**src/rtl/fg_classifier.sv**
```systemverilog
// Per-pixel foreground classifier.
// Three-stage pipeline: |I - E| and SD floor, K_SIGMA scaling, strict compare.
// Tracks raster position and, when FG_ALARM_EN is defined, counts foreground
// pixels per frame and raises a motion alarm at frame end. With FG_ALARM_EN
// undefined, motion_count and alarm are tied to zero.
module fg_classifier #(
  parameter int unsigned WIDTH        = 4,
  parameter int unsigned HEIGHT       = 4,
  parameter logic [31:0] K_SIGMA      = 32'h0002_0000,
  parameter logic [31:0] MIN_SD       = 32'h0000_4000,
  parameter int unsigned ALARM_THRESH = 2,
  localparam int unsigned NPIX        = WIDTH * HEIGHT,
  localparam int unsigned IDX_W       = (NPIX > 1) ? $clog2(NPIX) : 1,
  localparam int unsigned CNT_W       = $clog2(NPIX + 1)
) (
  input  logic             clk,
  input  logic             rst,
  input  logic             valid_in,
  input  logic [7:0]       I_R,
  input  logic [7:0]       I_G,
  input  logic [7:0]       I_B,
  input  logic [31:0]      E_R,
  input  logic [31:0]      E_G,
  input  logic [31:0]      E_B,
  input  logic [31:0]      SD_R,
  input  logic [31:0]      SD_G,
  input  logic [31:0]      SD_B,
  output logic             valid_out,
  output logic             fg,
  output logic [IDX_W-1:0] pix_idx,
  output logic             frame_done,
  output logic [CNT_W-1:0] motion_count,
  output logic             alarm
);

  localparam logic [IDX_W-1:0] LastIdx = IDX_W'(NPIX - 1);

  // |{pix,16'h0} - mean| in 33 bits; both operands zero-extended first.
  function automatic logic [32:0] abs_diff(input logic [7:0] pix, input logic [31:0] mean);
    logic [32:0] a;
    logic [32:0] b;
    a = {9'd0, pix, 16'd0};
    b = {1'b0, mean};
    return (a >= b) ? (a - b) : (b - a);
  endfunction

  // ---------------------------------------------------------------------------
  // Input raster index
  // ---------------------------------------------------------------------------
  logic [IDX_W-1:0] in_idx_q;

  // Advance on every accepted sample; gaps do not disturb frame position.
  always_ff @(posedge clk) begin
    if (rst) begin
      in_idx_q <= '0;
    end else if (valid_in) begin
      in_idx_q <= (in_idx_q == LastIdx) ? '0 : in_idx_q + IDX_W'(1);
    end
  end

  // ---------------------------------------------------------------------------
  // Stage 1: absolute deviation and SD floor
  // ---------------------------------------------------------------------------
  logic [2:0][7:0]  pix_c;
  logic [2:0][31:0] mean_c;
  logic [2:0][31:0] sd_c;
  logic [2:0][32:0] d1_c;
  logic [2:0][31:0] s1_c;

  // Per-channel deviation and floored SD.
  always_comb begin
    pix_c  = {I_B, I_G, I_R};
    mean_c = {E_B, E_G, E_R};
    sd_c   = {SD_B, SD_G, SD_R};
    d1_c   = '0;
    s1_c   = '0;
    for (int c = 0; c < 3; c++) begin
      d1_c[c] = abs_diff(pix_c[c], mean_c[c]);
      s1_c[c] = (sd_c[c] > MIN_SD) ? sd_c[c] : MIN_SD;
    end
  end

  logic             v1_q;
  logic [IDX_W-1:0] idx1_q;
  logic [2:0][32:0] d1_q;
  logic [2:0][31:0] s1_q;

  // Stage 1 register.
  always_ff @(posedge clk) begin
    if (rst) begin
      v1_q   <= 1'b0;
      idx1_q <= '0;
      d1_q   <= '0;
      s1_q   <= '0;
    end else begin
      v1_q   <= valid_in;
      idx1_q <= in_idx_q;
      d1_q   <= d1_c;
      s1_q   <= s1_c;
    end
  end

  // ---------------------------------------------------------------------------
  // Stage 2: threshold t = (K_SIGMA * s) >> 16, kept at 48 bits
  // ---------------------------------------------------------------------------
  logic [2:0][47:0] t2_c;

  // The full 64-bit product shifted right by 16 always fits in 48 bits.
  always_comb begin
    t2_c = '0;
    for (int c = 0; c < 3; c++) begin
      t2_c[c] = 48'((64'(K_SIGMA) * 64'(s1_q[c])) >> 16);
    end
  end

  logic             v2_q;
  logic [IDX_W-1:0] idx2_q;
  logic [2:0][32:0] d2_q;
  logic [2:0][47:0] t2_q;

  // Stage 2 register.
  always_ff @(posedge clk) begin
    if (rst) begin
      v2_q   <= 1'b0;
      idx2_q <= '0;
      d2_q   <= '0;
      t2_q   <= '0;
    end else begin
      v2_q   <= v1_q;
      idx2_q <= idx1_q;
      d2_q   <= d1_q;
      t2_q   <= t2_c;
    end
  end

  // ---------------------------------------------------------------------------
  // Stage 3: strict compare and output register
  // ---------------------------------------------------------------------------
  logic [2:0] fg_ch;
  logic       fg_any;

  // d == t counts as background.
  always_comb begin
    fg_ch = '0;
    for (int c = 0; c < 3; c++) begin
      fg_ch[c] = {15'd0, d2_q[c]} > t2_q[c];
    end
    fg_any = |fg_ch;
  end

  // Output register; fg is forced low on bubbles.
  always_ff @(posedge clk) begin
    if (rst) begin
      valid_out  <= 1'b0;
      fg         <= 1'b0;
      pix_idx    <= '0;
      frame_done <= 1'b0;
    end else begin
      valid_out  <= v2_q;
      fg         <= v2_q & fg_any;
      pix_idx    <= idx2_q;
      frame_done <= v2_q && (idx2_q == LastIdx);
    end
  end

  // ---------------------------------------------------------------------------
  // Frame accumulator and motion alarm
  // ---------------------------------------------------------------------------
`ifdef FG_ALARM_EN
  localparam logic [31:0] Thresh = 32'(ALARM_THRESH);

  logic [CNT_W-1:0] acc_q;
  logic [CNT_W:0]   sum;
  logic [CNT_W-1:0] total;

  // Running count including the current output pixel, saturated at NPIX.
  always_comb begin
    sum   = {1'b0, acc_q} + (CNT_W + 1)'(fg);
    total = (32'(sum) > NPIX) ? CNT_W'(NPIX) : sum[CNT_W-1:0];
  end

  // The last pixel's fg lands in the latched count while acc clears.
  always_ff @(posedge clk) begin
    if (rst) begin
      acc_q        <= '0;
      motion_count <= '0;
      alarm        <= 1'b0;
    end else if (valid_out) begin
      if (pix_idx == LastIdx) begin
        motion_count <= total;
        alarm        <= 32'(total) >= Thresh;
        acc_q        <= '0;
      end else begin
        acc_q <= total;
      end
    end
  end
`else
  assign motion_count = '0;
  assign alarm        = 1'b0;
`endif

endmodule

```
**config.mk**
```make
export PLATFORM = sky130hd
export DESIGN_NAME = fg_classifier
export DESIGN_NICKNAME = d
export VERILOG_FILES = /design/src/rtl/fg_classifier.sv
export SDC_FILE = /design/constraint.sdc
export NUM_CORES = 1
export LEC_CHECK = 0
export CAP_MARGIN = 20
export CORE_AREA = 2 2 270 272
export DETAILED_ROUTE_END_ITERATION = 8
export DIE_AREA = 0 0 272 274
export GPL_ROUTABILITY_DRIVEN = 0
export HOLD_SLACK_MARGIN = 0.03
export SYNTH_ARGS = -nofsm -noshare
export SYNTH_HDL_FRONTEND = slang
export SYNTH_SLANG_ARGS = --single-unit
```
**constraint.sdc**
```tcl
create_clock -name clk -period 4.4 [get_ports clk]
set_input_delay 1.32 -clock clk [delete_from_list [all_inputs] [get_ports clk]]
set_output_delay 1.32 -clock clk [all_outputs]
set_load 0.005 [all_outputs]
```
Word level (Yosys, flattened, before mapping)
Index checks and enable logic that the tools add are counted.

Register bits after elaboration: 459. Input bits: 219. Output and inout bits: 13. Word-level logic and storage cells: 61.

$add $sub $neg: 7. Order comparisons: 9. Equal/unequal tests: 2. Mux-type cells: 7. Bitwise operators: 4. Reductions and logical operators: 5.

Operators by type and width (count): 33-bit by 48-bit > comparator with 1-bit output (3); 33-bit two-way mux (3); 24-bit by 32-bit subtractor with 33-bit output (3); 32-bit by 24-bit subtractor with 33-bit output (3); 24-bit by 32-bit >= comparator with 1-bit output (3); 32-bit by 15-bit > comparator with 1-bit output (second input constant) (3); 15-bit two-way mux (3); 4-bit == test (second input constant) (2); 2-bit OR reduction (3); 4-bit by 1-bit adder with 4-bit output (second input constant) (1); 4-bit two-way mux (1); 1-bit NOT (3); 3-bit OR reduction (1); 1-bit AND (1); 1-bit logical AND (1).

Longest topological paths before layout
Gate-level depths: netlist of run 1.

Word-level depth: 3. Depth in mapped cells: 13.

Least setup slack after synthesis of run 1
OpenSTA, ideal clock, no wires.

Path type: input -> register. Start point: in E_B[6]. End point: reg d1_q[85] (netlist bit). Setup time: 0.128 ns. Arrival time: 3.960 ns. Required time: 4.272 ns. Path slack: 0.313 ns. Stages: 10. Path buffers: 2. Cells stage by stage: or4_4 -> or4_4 -> buf_6 -> or4_4 -> a31o_4 -> a21oi_4 -> buf_8 -> mux2i_1 -> xnor2_1 -> nor2_1.

Longest elaborated chain between the ends: 2.

RTL lines: from (decl) (line 24) `input logic [31:0] E_B,`; 32-bit by 24-bit subtractor with 33-bit output (tied with other cells) (line 44) `return (a >= b) ? (a - b) : (b - a);`; 33-bit two-way mux * (line 44); to (signal assigned) (line 93) `d1_q <= '0;`; to (signal assigned) (line 98) `d1_q <= d1_c;`; to (decl) (line 85) `logic [2:0][32:0] d1_q;`.

Every way passes the cells marked *; elsewhere a longest branch is shown, timed or not. A chain may end at the register's enable or synchronous reset.

Worst setup path after layout of run 1
Start point: in E_B[10]. End point: reg d1_q[94] (netlist bit).

Same word-level chain as after synthesis.

==> flow_summary.rst, run 1 <==
.. list-table::
   :header-rows: 1

   * - Metric
     - Value
   * - Run status
     - finished, final reports clean
   * - Proportion of synthesized flip-flops having asynchronous set or reset
     - 0
   * - Hold Fails Final Rpt
     - 0
   * - Unrepaired setup endpoints after global routing
     - false
   * - Transition time at the pin with the least slew margin
     - 0.676 ns
   * - Ratio of final minimum period to clock period
     - 0.894
   * - Synth Flop Type
     - sky130_fd_sc_hd__dfxtp_1
   * - Vias
     - ~13,000
   * - Number of inserted filler cells in the final layout
     - 7,397
   * - Setup fix buffers added after clock tree synthesis
     - 0
   * - Worst min-delay path class
     - flip-flop to flip-flop
   * - Total iterations of the first detailed-routing run
     - 4
   * - Number of buffers created by CTS
     - 45
   * - H-tree depth reported by CTS
     - 2
   * - Site row count
     - 99
   * - Core area
     - between 70,000 and 80,000 um^2
   * - Setup Total Neg Slack
     - 0 ns
   * - Count of endpoints failing setup in the final report
     - 0
   * - Leakage Power
     - roughly 0.0095 uW
   * - Maximum vdd drop
     - between 0.0003 and 0.0004 V
   * - Half-perimeter wire length of the detailed placement result
     - 34,200 um
   * - Kind of launch point of the worst setup path
     - input port
   * - Total Nets Final
     - ~2,600
   * - Type of the worst setup path
     - input port to flip-flop
   * - Dpl cell area
     - about 22,000 um^2
   * - DRC
     - 0
   * - First-pass GRT wire length
     - ~70,000 um
   * - Cells after Synth
     - 1,879
   * - Maximum capacitance violations
     - 0
   * - Number of routed nets with antenna violations
     - 0
   * - Maximum clock frequency
     - roughly 0.25 GHz
   * - Total clock sinks
     - roughly 410
   * - Relative slew slack
     - 0.549
   * - Final wirelength
     - 44,200 um
   * - Required time reported for the critical path endpoint
     - ~4.8 ns
   * - Clock Tree Root
     - sky130_fd_sc_hd__clkbuf_16
   * - Post-synth top area share
     - 0.464
   * - Pwr Density
     - around 380 nW/um^2
   * - Register area
     - 8230 um^2
   * - Clock Skews
     - between 0.015 and 0.02 ns
   * - Number of vias per cell after detailed routing
     - 4.08
   * - Largest net degree at the start of global routing
     - 146
   * - Routed length per instance
     - 13.9 um
   * - Critical path capture point type
     - flip-flop
   * - Largest fanout on the critical path
     - 3
   * - Number of diodes added for antenna fixing
     - 0
   * - Most frequent cell after synthesis
     - sky130_fd_sc_hd__dfxtp_1
   * - Final number of max-transition violations
     - 0
   * - Total Routing Usage GR
     - 0.118
   * - Port Buf Inserts
     - 225
   * - Sequential fraction of the synthesis area
     - 0.464
   * - Top post-synthesis cells by area
     - sky130_fd_sc_hd__dfxtp_1 (46%), sky130_fd_sc_hd__ha_1 (10%), sky130_fd_sc_hd__nor2b_1 (8.3%)
   * - P&R area growth vs syn
     - 30.9%
   * - Most area-hungry cell type in the Yosys netlist
     - sky130_fd_sc_hd__dfxtp_1
   * - TritonCTS clock tree
     - built
   * - Initial core utilization
     - 0.246
   * - IO Pins
     - between 200 and 250
   * - Footprint of the multi-input gates
     - roughly 8600 um^2
   * - Top post-synthesis cells by count
     - sky130_fd_sc_hd__dfxtp_1 (411), sky130_fd_sc_hd__nor2b_1 (234), sky130_fd_sc_hd__inv_1 (162)
   * - Die footprint
     - about 75,000 um^2
   * - Hold_ws
     - 0.426 ns
   * - Count of different cell masters after synthesis
     - 76
   * - Number of global-route vias before repair
     - approximately 13,000
   * - Post-CTS sizing
     - 0
   * - Die height
     - ~270 um
   * - Ratio of cells with drive above 1 in the final layout
     - 0.0942
   * - Total of warnings raised by yosys
     - 0
   * - Iteration-0 DRC Markers
     - 482
   * - Syn Area/Cell
     - 9.43 um^2
   * - Number of hold buffers added after cts
     - 0
   * - Antenna violations before repair
     - 4
   * - Clock transition at path regs
     - 0.06 ns
   * - Worst path setup slack after routing
     - approximately 0.47 ns
   * - Die W
     - 272 um
   * - Leftover overflow at the end of global routing
     - 0
   * - Flip-flop and latch count after synthesis
     - around 410
   * - Area of all placed cells without fillers
     - 23,200 um^2
   * - Number of flops mapped to enable cells by yosys
     - 0
   * - Time the worst path needs with I/O delays and setup
     - between 3 and 4 ns
   * - Maximum buffer depth of the clock tree
     - 3
   * - Data arrival, critical path
     - approximately 4.4 ns
   * - Synth Cell Area
     - approximately 18,000 um^2
   * - Post-Place Setup Slack
     - -0.112 ns
   * - Clock latency of the later-clocked register in the worst-skew pair
     - around 0.57 ns
==> routing by layer <==
layer / track usage / share of wire
met1: 0.157 / 0.48
met2: 0.193 / 0.45
met3: 0.0257 / 0.047
met4: 0.0338 / 0.022
met5: 0 / 0.0011
==> cell usage in the layout (no fill, tap or decap), types with 6 or more instances in the layout <==
cell type / Yosys / final
sky130_fd_sc_hd__dfxtp_1: 411 / 411
sky130_fd_sc_hd__or2_2: 8 / 8
sky130_fd_sc_hd__nor4_1: 34 / 34
sky130_fd_sc_hd__ha_1: 145 / 145
sky130_fd_sc_hd__or4_1: 14 / 14
sky130_fd_sc_hd__or3_1: 10 / 10
sky130_fd_sc_hd__inv_1: 162 / 162
sky130_fd_sc_hd__nor3_1: 18 / 18
sky130_fd_sc_hd__clkdlybuf4s50_1: 0 / 224
sky130_fd_sc_hd__o21a_1: 9 / 9
sky130_fd_sc_hd__nor2_1: 139 / 139
sky130_fd_sc_hd__o21ai_0: 42 / 42
sky130_fd_sc_hd__conb_1: 1 / 6
sky130_fd_sc_hd__a21oi_1: 91 / 90
sky130_fd_sc_hd__nor2b_1: 234 / 234
sky130_fd_sc_hd__clkinv_2: 0 / 9
sky130_fd_sc_hd__nand2b_1: 7 / 7
sky130_fd_sc_hd__mux2i_1: 17 / 17
sky130_fd_sc_hd__a211oi_1: 10 / 10
sky130_fd_sc_hd__nand4_1: 28 / 28
sky130_fd_sc_hd__o31ai_1: 19 / 19
sky130_fd_sc_hd__mux2_2: 8 / 8
sky130_fd_sc_hd__xnor2_1: 32 / 32
sky130_fd_sc_hd__nand2_1: 63 / 63
sky130_fd_sc_hd__buf_4: 6 / 95
sky130_fd_sc_hd__and2_1: 97 / 97
sky130_fd_sc_hd__xor2_1: 41 / 41
sky130_fd_sc_hd__nand3_1: 23 / 23
sky130_fd_sc_hd__clkbuf_16: 0 / 45
sky130_fd_sc_hd__clkbuf_1: 59 / 7
sky130_fd_sc_hd__and3_1: 7 / 7
sky130_fd_sc_hd__a21o_1: 35 / 35
==> power by group <==
part	internal (uW)	leakage, uW	switching (uW)	total, uW
combinational	569	0.00537	535	1100
clock	2230	0.000745	1600	3820
sequential	3920	0.00340	57.0	3980
total	6720	0.00951	2190	8910
==> worst max-delay path, cell delays in order <==
cell	delay, ns
sky130_fd_sc_hd__clkdlybuf4s50_1	0.41
sky130_fd_sc_hd__or4_1	0.55
sky130_fd_sc_hd__or4_4	0.44
sky130_fd_sc_hd__or4_4	0.57
sky130_fd_sc_hd__a31o_4	0.27
sky130_fd_sc_hd__buf_4	0.14
sky130_fd_sc_hd__a211oi_2	0.27
sky130_fd_sc_hd__buf_4	0.17
sky130_fd_sc_hd__a21oi_1	0.04
sky130_fd_sc_hd__xnor2_1	0.13
sky130_fd_sc_hd__nor2_1	0.05
==> state kept, by name, summed over array words and instances, names as in the netlist <==
signal      flops
d1_q           99
d2_q           99
s1_q           96
t2_q           96
idx1_q          4
idx2_q          4
in_idx_q        4
pix_idx         4
fg              1
frame_done      1
v1_q            1
v2_q            1
valid_out       1
==> stage by stage <==
step / cells / total power (uW) / utilization
2_1_floorplan: 1884 / 4670 / -
3_3_place_gp: 3095 / 5170 / 0.301
3_5_place_dp: 3095 / 5170 / 0.301
4_1_cts: 3177 / 9070 / 0.322
5_1_grt: 3177 / 9350 / 0.322
6_report: 3177 / 8910 / 0.322
==> layout make-up <==
| type | instances | area share |
|---|---|---|
| multi-input cells | 1238 | 0.370 |
| flip-flops and latches | 411 | 0.355 |
| repair buffers | 325 | 0.132 |
| clock buffers | 56 | 0.0520 |
| well taps | 959 | 0.0517 |
| inverters | 162 | 0.0262 |
| clock inverters | 26 | 0.0131 |
==> cells by family (layout without fill, tap and decap cells) <==
| family | count (synthesis) | count (layout) | share of synthesized area |
|---|---|---|---|
| xor+xnor | 73 | 73 | 0.0361 |
| compound gates | 275 | 275 | 0.101 |
| mux | 26 | 26 | 0.0153 |
| other cells | 1 | 6 | 0.000212 |
| simple gates | 710 | 710 | 0.224 |
| flops | 411 | 411 | 0.464 |
| fa+ha+maj | 148 | 148 | 0.106 |
| buf+inv | 235 | 569 | 0.0527 |
==> path summary, 6_finish.rpt <==
kind,start,end,slack [ns],cells past startpoint
max,E_B[10],d1_q[94]$_SDFF_PP0_,0.47,11
min,idx1_q[3]$_SDFF_PP0_,idx2_q[3]$_SDFF_PP0_,0.43,1
max reg2reg,t2_q[53]$_SDFF_PP0_,fg$_SDFF_PP0_,1.81,11
min reg2reg,idx1_q[3]$_SDFF_PP0_,idx2_q[3]$_SDFF_PP0_,0.43,1
Power figures use the tool's default switching activity.
==> run 2: changes to the inputs <==
ABC_CLOCK_PERIOD_IN_PS = 4400   (was unset)
CORE_AREA = 2 2 347 212   (was 2 2 270 272)
DIE_AREA = 0 0 349 214   (was 0 0 272 274)
==> flow_summary.rst, run 2 (synthesis gave the netlist of run 1 again) <==
.. list-table::
   :header-rows: 1

   * - Metric
     - Value
   * - Number of buffers created by CTS
     - 40
   * - Iteration-0 DRC Markers
     - 813
   * - Routed length per instance
     - roughly 16 um
   * - Number of hold buffers added after cts
     - 0
   * - Number of vias per cell after detailed routing
     - between 4 and 5
   * - Die W
     - 349 um
   * - Clock Skews
     - approximately 0.024 ns
   * - TritonCTS clock tree
     - built
   * - Number of routed nets with antenna violations
     - 0
   * - Clock transition at path regs
     - ~0.060 ns
   * - Antenna violations before repair
     - 5
   * - P&R area growth vs syn
     - 30.8%
   * - Port Buf Inserts
     - 225
   * - Pwr Density
     - just under 400 nW/um^2
   * - Post-layout total power
     - ~9000 uW
   * - Vias
     - 13,700
   * - Slack of the worst reg-to-reg path
     - approximately 1.6 ns
   * - Maximum clock frequency
     - 0.242 GHz
   * - Final wirelength
     - between 50,000 and 60,000 um
   * - Kind of launch point of the worst setup path
     - input port
   * - Transition time at the pin with the least slew margin
     - 0.989 ns
   * - Setup Total Neg Slack
     - 0 ns
   * - Relative slew slack
     - 0.324
   * - Total iterations of the first detailed-routing run
     - 5
   * - Core area
     - ~71,000 um^2
   * - Number of inserted filler cells in the final layout
     - 7,217
   * - Final number of max-transition violations
     - 0
   * - Largest fanout on the critical path
     - 2
   * - Post-CTS sizing
     - 0
   * - Maximum vdd drop
     - between 0.0002 and 0.00025 V
   * - Initial core utilization
     - 0.249
   * - Data arrival, critical path
     - approximately 4.6 ns
   * - Clock latency of the later-clocked register in the worst-skew pair
     - around 0.57 ns
   * - Site row count
     - 76
   * - IO Pins
     - roughly 230
   * - Type of the worst setup path
     - input port to flip-flop
   * - Required time reported for the critical path endpoint
     - 4.87 ns
   * - Commonest cells after routing, fill and taps aside
     - sky130_fd_sc_hd__dfxtp_1 (411), sky130_fd_sc_hd__nor2b_1 (234), sky130_fd_sc_hd__clkdlybuf4s50_1 (224), sky130_fd_sc_hd__inv_1 (162), sky130_fd_sc_hd__ha_1 (145)
   * - Critical path capture point type
     - flip-flop
   * - Time the worst path needs with I/O delays and setup
     - 4.13 ns
   * - Total clock sinks
     - slightly above 400
   * - Clock Tree Root
     - sky130_fd_sc_hd__clkbuf_16
   * - Run status
     - finished, final reports clean
   * - Unrepaired setup endpoints after global routing
     - false
   * - Leftover overflow at the end of global routing
     - 0
   * - Count of endpoints failing setup in the final report
     - 0
   * - Largest registers
     - d1_q (99), d2_q (99)
   * - H-tree depth reported by CTS
     - 2
   * - Maximum capacitance violations
     - 0
   * - DRC
     - 0
   * - Half-perimeter wire length of the detailed placement result
     - between 40,000 and 50,000 um
   * - Total Routing Usage GR
     - 0.134
   * - Leakage Power
     - 0.00951 uW
   * - Die height
     - between 200 and 250 um
   * - Hold Fails Final Rpt
     - 0
   * - Total Nets Final
     - about 2,600
   * - First-pass GRT wire length
     - ~80,000 um
   * - Number of global-route vias before repair
     - ~14,000
   * - Ratio of final minimum period to clock period
     - 0.938
   * - Ratio of cells with drive above 1 in the final layout
     - 0.0972
   * - Largest net degree at the start of global routing
     - 140
   * - Die footprint
     - 74,700 um^2
   * - Setup fix buffers added after clock tree synthesis
     - 0
   * - Maximum buffer depth of the clock tree
     - 3
   * - Commonest non-fill, non-tap cell in the layout
     - sky130_fd_sc_hd__dfxtp_1
   * - Worst min-delay path class
     - flip-flop to flip-flop
==> run 2: stage by stage <==
| step | hold WS (ns) | setup WS [ns] | std cells | area (um^2) | utilization |
|---|---|---|---|---|---|
| finish | 0.431 | 0.273 | 3160 | 23200 | 0.325 |
| global route | 0.444 | 0.225 | 3159 | 23200 | 0.325 |
| CTS | 0.435 | 0.376 | 3158 | 23200 | 0.325 |
| detailed placement | 0.422 | -0.224 | 3084 | 21700 | 0.305 |
| global placement | 0.416 | -0.252 | 3084 | 21700 | 0.305 |
| floorplan | 0.414 | 0.313 | 1884 | 17700 | - |
==> run 2: layout make-up <==
cell class	instances	area, um^2	area share
clock buffer	52	1140	0.0490
antenna	2	5.00	0.000216
tap	936	1170	0.0505
sequential	411	8230	0.355
inverter	162	608	0.0262
timing repair buffer	337	3120	0.135
multi-input combinational	1238	8580	0.370
clock inverter	22	332	0.0143
==> run 2: worst paths after layout <==
kind	startpoint	to	cells past startpoint
setup reg to reg	t2_q[98]$_SDFF_PP0_	fg$_SDFF_PP0_	10
hold reg to reg	d1_q[24]$_SDFF_PP0_	d2_q[24]$_SDFF_PP0_	1
setup / recovery	E_B[10]	d1_q[89]$_SDFF_PP0_	10
hold / removal	d1_q[24]$_SDFF_PP0_	d2_q[24]$_SDFF_PP0_	1
==> run 2: layer usage <==
metal  up-vias  share of wire  global-route usage
li1       6866              -                   -
met1      6391           0.53               0.211
met2       355           0.38               0.177
met3        66          0.070              0.0302
met4         2          0.018              0.0353
met5         -        0.00026                   0
==> run 2: worst max-delay path: stages <==
cell and delay (ns):
sky130_fd_sc_hd__clkdlybuf4s50_1 0.42, sky130_fd_sc_hd__or4_1 0.59, sky130_fd_sc_hd__or4_4 0.45, sky130_fd_sc_hd__or4_4 0.60, sky130_fd_sc_hd__and3_2 0.24, sky130_fd_sc_hd__buf_4 0.14, sky130_fd_sc_hd__o21ai_0 0.18, sky130_fd_sc_hd__a21oi_1 0.10
sky130_fd_sc_hd__a21oi_1 0.22, sky130_fd_sc_hd__mux2_2 0.35
==> run 2: power by group <==
part           switching [uW]  total, uW  internal (uW)
logic                     591       1170            583
clock network            1550       3750           2210
registers                72.0       3990           3920
==> run 3: changes to the inputs <==
CORE_AREA = 2 2 240 147   (was 2 2 347 212)
DIE_AREA = 0 0 242 149   (was 0 0 349 214)
PLACE_DENSITY = 0.76   (was unset)
==> flow_summary.rst, run 3 (synthesis gave the netlist of run 1 again) <==
.. list-table::
   :header-rows: 1

   * - Metric
     - Value
   * - Most frequent CP cell
     - sky130_fd_sc_hd__or4_4
   * - Final wirelength
     - 44,400 um
   * - Maximum capacitance violations
     - 0
   * - Die height
     - approximately 150 um
   * - Critical path capture point type
     - flip-flop
   * - Total iterations of the first detailed-routing run
     - 5
   * - Number of cells after detailed placement
     - 2,593
   * - Final number of max-transition violations
     - 0
   * - Die W
     - roughly 240 um
   * - Data arrival, critical path
     - approximately 4.4 ns
   * - Highest cell delay on the worst timing path
     - ~0.58 ns
   * - Launch point of the critical path
     - E_B[10]
   * - H-tree depth reported by CTS
     - 2
   * - Half-perimeter wire length of the detailed placement result
     - between 30,000 and 40,000 um
   * - P&R area growth vs syn
     - 25.7%
   * - Worst min-delay path class
     - flip-flop to flip-flop
   * - Worst path setup slack after routing
     - between 0.3 and 0.4 ns
   * - Post-Place Setup Slack
     - -0.136 ns
   * - Worst reg2reg path depth
     - 10
   * - Unrepaired setup endpoints after global routing
     - false
   * - Number of buffers and inverters on the critical path
     - 3
   * - Critical-path top delay cell
     - sky130_fd_sc_hd__or4_4
   * - Number of global-route vias before repair
     - roughly 13,000
   * - RR Endpoint
     - fg$_SDFF_PP0_
   * - Iteration-0 DRC Markers
     - between 1,000 and 1,500
   * - Family with the most delay on the worst path
     - simple AND/OR/NAND/NOR gates
   * - Ratio of final minimum period to clock period
     - 0.911
   * - Count of endpoints failing setup in the final report
     - 0
   * - Relative slew slack
     - 0.275
   * - Maximum clock frequency
     - approximately 0.25 GHz
   * - Number of buffers created by CTS
     - 37
   * - Clock Skews
     - approximately 0.014 ns
   * - Core area
     - ~34,000 um^2
   * - Ratio of cells with drive above 1 in the final layout
     - 0.0863
   * - Total Routing Usage GR
     - 0.243
   * - Maximum buffer depth of the clock tree
     - 3
   * - Port Buf Inserts
     - about 230
   * - Leftover overflow at the end of global routing
     - 0
   * - Maximum vdd drop
     - 0.000237 V
   * - Type of the worst setup path
     - input port to flip-flop
   * - Die footprint
     - 36,100 um^2
   * - Total clock sinks
     - approximately 400
   * - Clock transition at path regs
     - 0.07 ns
   * - Slack of the worst reg-to-reg path
     - a little under 2 ns
   * - Stages on the worst setup path
     - 11
   * - Core Util, Final
     - 0.651
   * - Crit path capture
     - d1_q[71]$_SDFF_PP0_
   * - IO Pins
     - approximately 230
   * - Cell Chain, Critical Path
     - clkdlybuf4s50_1, or4_1, or4_4, or4_4, a31o_4, a21oi_4, buf_4, buf_12, o21ai_0, xor2_1, nor2_1
   * - Kind of launch point of the worst setup path
     - input port
   * - Clock Tree Root
     - sky130_fd_sc_hd__clkbuf_16
   * - Initial core utilization
     - 0.518
   * - Transition time at the pin with the least slew margin
     - between 1 and 1.5 ns
   * - Time the worst path needs with I/O delays and setup
     - ~4 ns
   * - Vias
     - between 10,000 and 15,000
   * - Commonest cells after routing, fill and taps aside
     - sky130_fd_sc_hd__dfxtp_1 (411), sky130_fd_sc_hd__nor2b_1 (234), sky130_fd_sc_hd__clkdlybuf4s50_1 (224), sky130_fd_sc_hd__inv_1 (162), sky130_fd_sc_hd__ha_1 (145)
   * - Number of inserted filler cells in the final layout
     - between 2,000 and 3,000
   * - TritonCTS clock tree
     - built
   * - Site row count
     - 53
   * - Commonest non-fill, non-tap cell in the layout
     - sky130_fd_sc_hd__dfxtp_1
   * - Antenna violations before repair
     - 8
   * - Required time reported for the critical path endpoint
     - between 4 and 5 ns
   * - Number of vias per cell after detailed routing
     - 5.18
   * - Setup fix buffers added after clock tree synthesis
     - 0
   * - Largest net degree at the start of global routing
     - roughly 100
   * - FF-to-FF Start
     - t2_q[2]$_SDFF_PP0_
   * - Hold Fails Final Rpt
     - 0
   * - DRC
     - 0
   * - Number of hold buffers added after cts
     - 0
   * - Number of routed nets with antenna violations
     - 0
   * - Hold_ws
     - ~0.43 ns
   * - Leakage Power
     - between 0.009 and 0.01 uW
   * - Post-CTS sizing
     - 0
   * - Routed length per instance
     - roughly 17 um
   * - Run status
     - finished, final reports clean
   * - Largest fanout on the critical path
     - 12
   * - First-pass GRT wire length
     - 70,200 um
   * - Clock latency of the later-clocked register in the worst-skew pair
     - 0.52 ns
   * - Total Nets Final
     - approximately 2,500
   * - Largest registers
     - d1_q (99), d2_q (99)
   * - Pwr Density
     - just under 400 nW/um^2
   * - Filler-free cell count of the finished design
     - 2,662
-- run 3: stage by stage --
stage          area [um^2]  TNS [ns]  total power (uW)
6_report             22300         0              8570
5_1_grt              22300         0              8940
4_1_cts              22300         0              8630
3_5_place_dp         20900     -2.03              5190
3_3_place_gp         20900    -0.542              5140
2_1_floorplan        17700         0              4670
-- run 3: cell type report --
type,instances,area [um^2],area share
Clock buffer,44,1030,0.0464
Sequential cell,411,8230,0.369
Clock inverter,21,282,0.0126
Timing Repair Buffer,315,2950,0.132
Tap cell,467,584,0.0262
Antenna cell,4,10.0,0.000449
Inverter,162,608,0.0273
Multi-Input combinational cell,1238,8580,0.385
-- run 3: power by group --
| group | switching, uW | internal (uW) | total [uW] | leakage [uW] |
|---|---|---|---|---|
| Combinational | 565 | 567 | 1130 | 0.00530 |
| Clock | 1440 | 2000 | 3450 | 0.000642 |
| Sequential | 76.5 | 3920 | 4000 | 0.00340 |
-- run 3: how the worst min path moves through the flow --
stage	start	to	slack, ns	cells past startpoint
3_3_place_gp	s1_q[48]$_SDFF_PP0_	t2_q[65]$_SDFF_PP0_	0.42	1
3_5_place_dp	d1_q[48]$_SDFF_PP0_	d2_q[48]$_SDFF_PP0_	0.42	1
5_1_grt	d1_q[27]$_SDFF_PP0_	d2_q[27]$_SDFF_PP0_	0.44	1
4_1_cts	d1_q[27]$_SDFF_PP0_	d2_q[27]$_SDFF_PP0_	0.43	1
6_report	d1_q[27]$_SDFF_PP0_	d2_q[27]$_SDFF_PP0_	0.43	1
2_1_floorplan	d1_q[0]$_SDFF_PP0_	d2_q[0]$_SDFF_PP0_	0.41	1
-- run 3: routing by layer --
| metal | routed length (um) | global-route usage |
|---|---|---|
| met1 | 22700 | 0.371 |
| met2 | 17700 | 0.349 |
| met3 | 3030 | 0.0459 |
| met4 | 915 | 0.0620 |
| met5 | 16 | 0 |
